<file path="config.mk">
export PLATFORM = sky130hd
export DESIGN_NAME = id_ex_alu_issue
export DESIGN_NICKNAME = d
export VERILOG_FILES = /design/src/rtl/mips_alu_pkg.sv /design/src/rtl/id_ex_alu_issue_forward_sel.sv /design/src/rtl/id_ex_alu_issue.sv
export SDC_FILE = /design/constraint.sdc
export NUM_CORES = 1
export LEC_CHECK = 0
export BUFFER_PORTS_ARGS = -buffer_cell sky130_fd_sc_hd__buf_2
export CORE_AREA = 2 2 120 122
export DETAILED_ROUTE_END_ITERATION = 6
export DIE_AREA = 0 0 122 124
export PLACE_DENSITY = 0.71
export SETUP_SLACK_MARGIN = 0.5
export SLEW_MARGIN = 20
export SYNTH_ARGS = -nofsm -noshare
export SYNTH_HDL_FRONTEND = slang
export SYNTH_SLANG_ARGS = --single-unit
</file>
<file path="constraint.sdc">
create_clock -name clk -period 3.6 [get_ports clk]
set_clock_uncertainty 0.15 [all_clocks]
set_input_delay 0.18 -clock clk [delete_from_list [all_inputs] [get_ports clk]]
set_output_delay 0.18 -clock clk [all_outputs]
set_load 0.01 [all_outputs]
</file>
<file path="src/rtl/mips_alu_pkg.sv">
// Shared ALU-issue definitions: ALU control / ALUOp codes, funct constants,
// forward-select encoding and the registered ALU decode helper.
package mips_alu_pkg;

  typedef enum logic [1:0] {
    ALU_AND = 2'b00,
    ALU_OR  = 2'b01,
    ALU_ADD = 2'b10,
    ALU_SUB = 2'b11
  } alu_ctl_e;

  typedef enum logic [1:0] {
    OP_ADD   = 2'b00,
    OP_SUB   = 2'b01,
    OP_RTYPE = 2'b10,
    OP_ORI   = 2'b11
  } alu_op_e;

  localparam logic [5:0] FUNCT_ADD = 6'b100000;
  localparam logic [5:0] FUNCT_SUB = 6'b100010;
  localparam logic [5:0] FUNCT_AND = 6'b100100;
  localparam logic [5:0] FUNCT_OR  = 6'b100101;

  typedef enum logic [1:0] {
    FWD_REG   = 2'b00,
    FWD_MEMWB = 2'b01,
    FWD_EXMEM = 2'b10
  } fwd_sel_e;

  typedef struct packed {
    logic     illegal;
    alu_ctl_e ctl;
  } alu_dec_t;

  // Unsupported R-type funct still issues as ADD; the caller suppresses the write.
  function automatic alu_dec_t alu_decode(input logic [1:0] op, input logic [5:0] funct);
    alu_dec_t d;
    d.illegal = 1'b0;
    d.ctl     = ALU_ADD;
    case (op)
      OP_ADD: d.ctl = ALU_ADD;
      OP_SUB: d.ctl = ALU_SUB;
      OP_ORI: d.ctl = ALU_OR;
      default: begin
        case (funct)
          FUNCT_ADD: d.ctl = ALU_ADD;
          FUNCT_SUB: d.ctl = ALU_SUB;
          FUNCT_AND: d.ctl = ALU_AND;
          FUNCT_OR:  d.ctl = ALU_OR;
          default: begin
            d.ctl     = ALU_ADD;
            d.illegal = 1'b1;
          end
        endcase
      end
    endcase
    return d;
  endfunction

endpackage

</file>
<file path="src/rtl/id_ex_alu_issue_forward_sel.sv">
// forward_sel: 2-bit operand forward select for one source register specifier.
// EX/MEM beats MEM/WB; register 0 never forwards.
module forward_sel
  import mips_alu_pkg::*;
#(
  parameter int REGADDR = 5
) (
  input  logic [REGADDR-1:0] src,
  input  logic               exmem_regwrite,
  input  logic [REGADDR-1:0] exmem_rd,
  input  logic               memwb_regwrite,
  input  logic [REGADDR-1:0] memwb_rd,
  output fwd_sel_e           sel
);

  logic exmem_hit, memwb_hit;

  assign exmem_hit = exmem_regwrite && (exmem_rd != '0) && (exmem_rd == src);
  assign memwb_hit = memwb_regwrite && (memwb_rd != '0) && (memwb_rd == src);

  always_comb begin
    sel = FWD_REG;
    if (exmem_hit)      sel = FWD_EXMEM;
    else if (memwb_hit) sel = FWD_MEMWB;
  end

endmodule

</file>
<file path="src/rtl/id_ex_alu_issue.sv">
// ID/EX stage feeding the ALU: registered operands, decoded ALU control,
// flush/stall/bubble handling. Define ID_EX_FORWARD_EN for EX/MEM and MEM/WB forwarding.
module id_ex_alu_issue
  import mips_alu_pkg::*;
#(
  parameter int WIDTH   = 32,
  parameter int REGADDR = 5
) (
  input  logic               clk,
  input  logic               rst,
  input  logic               StallID,
  input  logic               FlushID,
  input  logic               ValidIn,
  input  logic [1:0]         ALUOpIn,
  input  logic [5:0]         FunctIn,
  input  logic               ALUSrcIn,
  input  logic               RegWriteIn,
  input  logic               BranchIn,
  input  logic [WIDTH-1:0]   RsData,
  input  logic [WIDTH-1:0]   RtData,
  input  logic [WIDTH-1:0]   ImmIn,
  input  logic [REGADDR-1:0] RsIn,
  input  logic [REGADDR-1:0] RtIn,
  input  logic [REGADDR-1:0] RdIn,
  input  logic               ExMemRegWrite,
  input  logic               MemWbRegWrite,
  input  logic [REGADDR-1:0] ExMemRd,
  input  logic [REGADDR-1:0] MemWbRd,
  input  logic [WIDTH-1:0]   ExMemResult,
  input  logic [WIDTH-1:0]   MemWbResult,
  output logic [WIDTH-1:0]   Operand1,
  output logic [WIDTH-1:0]   Operand2,
  output logic [1:0]         ALUControl,
  output logic               ValidEX,
  output logic               RegWriteEX,
  output logic               BranchEX,
  output logic [REGADDR-1:0] WriteRegEX,
  output logic [WIDTH-1:0]   StoreDataEX,
  output logic               IllegalFunct
);

  typedef struct packed {
    logic               valid;
    logic               regwrite;
    logic               branch;
    logic               alusrc;
    logic               illegal;
    alu_ctl_e           alu_ctl;
    logic [REGADDR-1:0] wreg;
    logic [REGADDR-1:0] rs;
    logic [REGADDR-1:0] rt;
    logic [WIDTH-1:0]   rs_data;
    logic [WIDTH-1:0]   rt_data;
    logic [WIDTH-1:0]   imm;
  } id_ex_t;

  id_ex_t   stage_q, load_d;
  alu_dec_t dec;
  logic     bubble;

  always_comb begin
    dec              = alu_decode(ALUOpIn, FunctIn);
    load_d           = '0;
    load_d.valid     = 1'b1;
    load_d.regwrite  = RegWriteIn & ~dec.illegal;
    load_d.branch    = BranchIn;
    load_d.alusrc    = ALUSrcIn;
    load_d.illegal   = dec.illegal;
    load_d.alu_ctl   = dec.ctl;
    load_d.wreg      = (ALUOpIn == OP_RTYPE) ? RdIn : RtIn;
    load_d.rs        = RsIn;
    load_d.rt        = RtIn;
    load_d.rs_data   = RsData;
    load_d.rt_data   = RtData;
    load_d.imm       = ImmIn;
  end

  // Flush beats stall; an unstalled load of a non-instruction is a bubble too.
  assign bubble = FlushID || (!StallID && !ValidIn);

  always_ff @(posedge clk or posedge rst) begin
    if (rst)           stage_q <= '0;
    else if (bubble)   stage_q <= '0;
    else if (!StallID) stage_q <= load_d;
  end

  logic [WIDTH-1:0] rs_fwd, rt_fwd;

`ifdef ID_EX_FORWARD_EN
  fwd_sel_e rs_sel, rt_sel;

  forward_sel #(.REGADDR(REGADDR)) u_fwd_rs (
    .src            (stage_q.rs),
    .exmem_regwrite (ExMemRegWrite),
    .exmem_rd       (ExMemRd),
    .memwb_regwrite (MemWbRegWrite),
    .memwb_rd       (MemWbRd),
    .sel            (rs_sel)
  );

  forward_sel #(.REGADDR(REGADDR)) u_fwd_rt (
    .src            (stage_q.rt),
    .exmem_regwrite (ExMemRegWrite),
    .exmem_rd       (ExMemRd),
    .memwb_regwrite (MemWbRegWrite),
    .memwb_rd       (MemWbRd),
    .sel            (rt_sel)
  );

  assign rs_fwd = (rs_sel == FWD_EXMEM) ? ExMemResult :
                  (rs_sel == FWD_MEMWB) ? MemWbResult : stage_q.rs_data;
  assign rt_fwd = (rt_sel == FWD_EXMEM) ? ExMemResult :
                  (rt_sel == FWD_MEMWB) ? MemWbResult : stage_q.rt_data;
`else
  // Hazards are resolved by upstream stalls; forwarding ports are intentionally ignored.
  logic unused_fwd;
  assign unused_fwd = ^{ExMemRegWrite, MemWbRegWrite, ExMemRd, MemWbRd,
                        ExMemResult, MemWbResult, stage_q.rs, stage_q.rt};
  assign rs_fwd = stage_q.rs_data;
  assign rt_fwd = stage_q.rt_data;
`endif

  assign Operand1     = rs_fwd;
  assign Operand2     = stage_q.alusrc ? stage_q.imm : rt_fwd;
  assign StoreDataEX  = rt_fwd;
  assign ALUControl   = stage_q.alu_ctl;
  assign ValidEX      = stage_q.valid;
  assign RegWriteEX   = stage_q.regwrite & stage_q.valid;
  assign BranchEX     = stage_q.branch & stage_q.valid;
  assign WriteRegEX   = stage_q.wreg;
  assign IllegalFunct = stage_q.illegal & stage_q.valid;

endmodule

</file>
### Word level (Yosys, flattened, before mapping)

Index checks and enable logic that the tools add are counted.

| storage, ports and cells | value |
|---|---|
| input port bits | 203 |
| output and inout bits | 107 |
| word-level logic and storage cells | 38 |
| bits in registers | 108 |

| cells by class | value |
|---|---|
| reduce and logical (&&, ||, !) cells | 7 |
| bitwise logic cells | 5 |
| muxes and demuxes | 8 |
| eq/ne operators | 8 |

Operators with widths:

| kind | number |
|---|---|
| two-way mux 118 bit | 2 |
| two-way mux 32 bit | 1 |
| == test 6 bit (second input constant) | 4 |
| one-hot mux 2 bit (3 select lines) | 2 |
| two-way mux 5 bit | 1 |
| AND 1 bit | 4 |
| == test 2 bit (second input constant) | 2 |
| OR reduction 4 bit | 1 |
| OR reduction 3 bit | 1 |
| == test 2 x 1 -> 1 bit (second input constant) | 1 |
| logical NOT 1 bit | 2 |
| logical NOT 2 bit | 1 |
| two-way mux 1 bit | 2 |
| != test 2 x 1 -> 1 bit (second input constant) | 1 |
| logical AND 1 bit | 1 |
| logical OR 1 bit | 1 |
| inverter 1 bit | 1 |

### Longest topological paths before layout

| logic depth | value |
|---|---|
| depth in word-level cells | 8 |
| mapped depth | 6 |

### Worst setup path after synthesis

Ideal clock, no wire load.

| timing path | value |
|---|---|
| path type | flip-flop to output port |
| start point | reg stage_q[114] (netlist bit) |
| end point | out Operand2[10] |
| slack | 2.171 ns |
| required time | 3.270 ns |
| buffers on the path | 2 |
| arrival | 1.099 ns |
| stages on the path, launching flop included | 4 |
| path through | dfrtp_1 clkbuf_1 buf_2 mux2_2 |

| on the way | value |
|---|---|
| longest elaborated chain between the ends | 1 |

RTL lines:

| item | line | RTL |
|---|---|---|
| start, declared | id_ex_alu_issue.sv:57 | `id_ex_t stage_q, load_d;` |
| start signal, assigned | id_ex_alu_issue.sv:84 | `else if (!StallID) stage_q <= load_d;` |
| two-way mux 32 bit | id_ex_alu_issue.sv:124 | `assign Operand2 = stage_q.alusrc ? stage_q.imm : rt_fwd;` |
| end, declared | id_ex_alu_issue.sv:32 | `output logic [WIDTH-1:0] Operand2,` |

No other way between the ends.

### Worst setup path in the final report

| timing path | value |
|---|---|
| start point | in FlushID |
| end point | reg stage_q, in the netlist ALUControl[0] |

| on the way | value |
|---|---|
| longest elaborated chain between the ends | 2 |
| elaborated cells on any way between the ends | 3 |
| those cells by class | eq/ne: 1; mux: 1; reduce/logical: 1 |

RTL lines:

| item | line | RTL |
|---|---|---|
| start, declared | id_ex_alu_issue.sv:12 | `input logic FlushID,` |
| logical OR 1 bit (*) | id_ex_alu_issue.sv:79 | `assign bubble = FlushID \|\| (!StallID && !ValidIn);` |
| != test 2 x 1 -> 1 bit (no line) or two-way mux 118 bit (tied branches) | n/a |  |

Mark *: on every way between the ends. The rest lies on a longest branch, timed or not.
A chain may end at the register's enable or synchronous reset.

==> results.yml <==
power:
  leakage_nw: 3.749
  switching_share_pct: 22.55
  power_frac_seq_pct: 47.5
  power_switching_w: 0.0006120
  power.total_w: 0.002714
  p_per_area_nw_per_um2: 386.7
  internal_power_w: 0.002102
  ir_worst_vdd_mv: 0.2422
  clkPwrFrac_pct: 38.3
  p_comb_share_pct: 14.2
critical_path:
  reg2reg_to: "ValidEX$_DFFE_PP0P_"
  r2r-start: "ValidEX$_DFFE_PP0P_"
  worstPathArrival_ps: 2500
  crit_type: "input pin to register"
  reg2reg_depth: 3
  critPathCaptureType: "register"
  ff2ff_setup_slack_ps: 2080
  crit_fanout: 29
  crit_required_ps: 3730
  critPathLaunchType: "input pin"
cts:
  cts_sinks: 108
  clockBufferDepth: 2
  cts_made_buffers: 9
  cts_tree: "built"
  clockRootBuffer: "clkbuf_16"
  clkLatencyLatePin_ps: 340
  clk_pin_slew_ps: 70
  cts_max_level: 3
synth:
  synthCells: 373
  seq_area_frac_synth_pct: 55.34
  ys_ff_latch: 108
  ys_warn_count: 0
  syn_avg_cell_area_um2: 13.09
  syn_area_um2: 4883
  syn_nets: 576
  yosysUniqueCellTypes: 21
floorplanning:
  ios: 310
  die_y_um: 124
  rows: 43
  die_area_um2: 15130
  floorplan.initialDensity_pct: 35.60
  core_um2: 13720
  die_w_um: 122
timing:
  slew_headroom_pct: 46.02
  period_share_pct: 65.71
  max_freq_ghz: 0.4227
  setup_viol: 0
  hold_viol: 0
  worst_slew_pin_slew_ps: 808.0
  fin_crit_ps: 2366
  rsz0062_at_grt: "false"
  finalMaxSlewViolations: 0
  setup_tns_ps: 0
detailed_routing:
  vias_per_cell: 4.834
  drc: 0
  ant_nets: 0
  dr.pass1.iters: 4
  drtIter0Drc: 160
  via_count: 3906
  drt-wirelength-per-cell_um: 16.40
  routed_wl_um: 13250
global_routing:
  grt_pass1_wl_um: 20350
  grt_max_degree: 109
  grtUsageTotal_pct: 17.30
  antenna_found_initial: 0
  grt_use_met1_pct: 20.30
  met3_usage_pct: 3.800
  overflow: 0
  grt_pass1_vias: 4087
  use_met2_pct: 30.80
  top_usage_layer: "met2"
final_layout:
  instances_no_fill: 808
  syn2layout_area_growth_pct: 43.71
  layout.nets: 825
  final_core_util_pct: 51.15
  drive_above_1_share_pct: 45.93
  design_area_um2: 7018
hold_path:
  hold_class: "input pin to register"
  min_to: "WriteRegEX[0]$_DFFE_PP0P_"
  min_from: "RdIn[0]"
  hold_depth: 3
run:
  maxCapViolCount: 0
placement:
  place_inst: 687
  dpl_cell_area_um2: 5655
  port-buffer-count: 228
  dp_hpwl_um: 8305
  gp_congestion: 0.7433
run_status:
  outcome: "finished clean"
[worst max-delay path: stages]
cell and delay, ps:
dlygate4sd3_1 550, buf_2 160, nor2b_4 570, buf_12 260, a22oi_1 100, o21ai_0 100
dlygate4sd3_1 560
[how the worst max path moves through the flow]
stage                     startpoint                         to  slack, ps  cells after the start
final                        FlushID  ALUControl[0]$_DFFE_PP0P_       1230                      7
after global routing         FlushID  ALUControl[0]$_DFFE_PP0P_       1110                      7
after CTS                    FlushID  ALUControl[0]$_DFFE_PP0P_       1270                      7
after detailed placement  ALUOpIn[1]  WriteRegEX[3]$_DFFE_PP0P_       1560                      4
after global placement    ALUOpIn[1]  WriteRegEX[3]$_DFFE_PP0P_       1580                      4
after floorplan                  rst  ALUControl[0]$_DFFE_PP0P_       1970                      1
[sequential cells by signal (all words and copies together), names as in the netlist]
register,cells
WriteRegEX,5
stage_q,36
ValidEX,1
ALUControl,2
Operand1,32
StoreDataEX,32
[layout make-up]
type                            count  area [um2]
Inverter                            1       7.507
Clock inverter                      4       72.57
Tap cell                          180       225.2
Antenna cell                        1       2.502
Sequential cell                   108        2703
Clock buffer                       12       246.5
Fill cell                        1177        6701
Multi-Input combinational cell    164        1484
Timing Repair Buffer              338        2277
[through the flow]
stage	hold slack, ps	setup WS, ps
floorplan	96.41	1969
CTS	26.07	1273
global placement	-6.740	1583
detailed placement	-7.996	1558
finish	45.87	1234
global route	57.34	1114
[routing by layer]
metal  routed length, um  vias to the layer above  share of wire (%)
met5                   0                        -                  0
met4                 232                        0                1.8
met3                 880                       18                6.6
met2                6640                      168                 50
met1                5497                     1915                 41
li1                    -                     1805                  -
[logic make-up (layout without fill, tap and decap cells)]
family | after synthesis | after routing | share of synthesized area (%)
mux | 38 | 38 | 8.737
simple gates | 15 | 15 | 1.768
buf+inv | 101 | 355 | 14.53
other cells | 0 | 1 | 0
flops | 108 | 108 | 55.34
compound gates | 111 | 111 | 19.63
[cells in the mapped netlist (all sizes together)]
cell    number  area (um2)
dfrtp      108        2703
a22o       103       902.1
buf         99       701.9
mux2        37       416.7
and2         3       18.77
nor2b        3       18.77
a22oi        2       15.01
a32o         2       20.02
nand2        2       7.510
nand3        2       10.01
nor2         2       7.510
nor3b        2       15.01
o21ai        2       10.01
a21oi        1       5.000
a31oi        1       6.260
and3b        1       8.760
clkbuf       1       3.750
inv          1       3.750
mux2i        1       10.01
[layout by cell type (no fill, tap or decap)]
master / synthesis / routed
nor2_1: 2 / 2
buf_4: 75 / 2
o21ai_0: 2 / 2
dlygate4sd3_1: 0 / 104
nor2b_4: 0 / 1
nor3b_1: 2 / 1
a22oi_1: 2 / 2
nor3b_2: 0 / 1
clkbuf_1: 1 / 2
bufinv_16: 0 / 2
a21oi_1: 1 / 1
clkbuf_8: 0 / 1
dfrtp_1: 108 / 108
mux2_2: 37 / 37
buf_2: 21 / 228
buf_12: 0 / 4
nand2_1: 2 / 2
a32o_1: 2 / 2
clkinv_2: 0 / 1
clkinvlp_4: 0 / 2
a22o_1: 103 / 103
nand3_1: 2 / 2
and2_1: 3 / 3
diode_2: 0 / 1
nor2b_1: 3 / 2
and3b_1: 1 / 1
a31oi_1: 1 / 1
mux2i_1: 1 / 1
clkbuf_16: 0 / 9
[power groups by stage]
stage,combinational [W],clock [W],sequential [W]
after floorplan,0.000195,0,0.00130
after global placement,0.000291,0,0.00131
after detailed placement,0.000297,0,0.00131
after CTS,0.000386,0.00108,0.00129
after global routing,0.000418,0.00113,0.00129
final,0.000385,0.00104,0.00129
[timing repair]
action | 4_1_cts | 5_1_grt
gates resized for setup | 0 | 0
hold buffers | 104 | 0
buffers inserted | 0 | 0
hold endpoints to repair | 167 | 0
No activity file was read; power rests on OpenSTA's default activity.
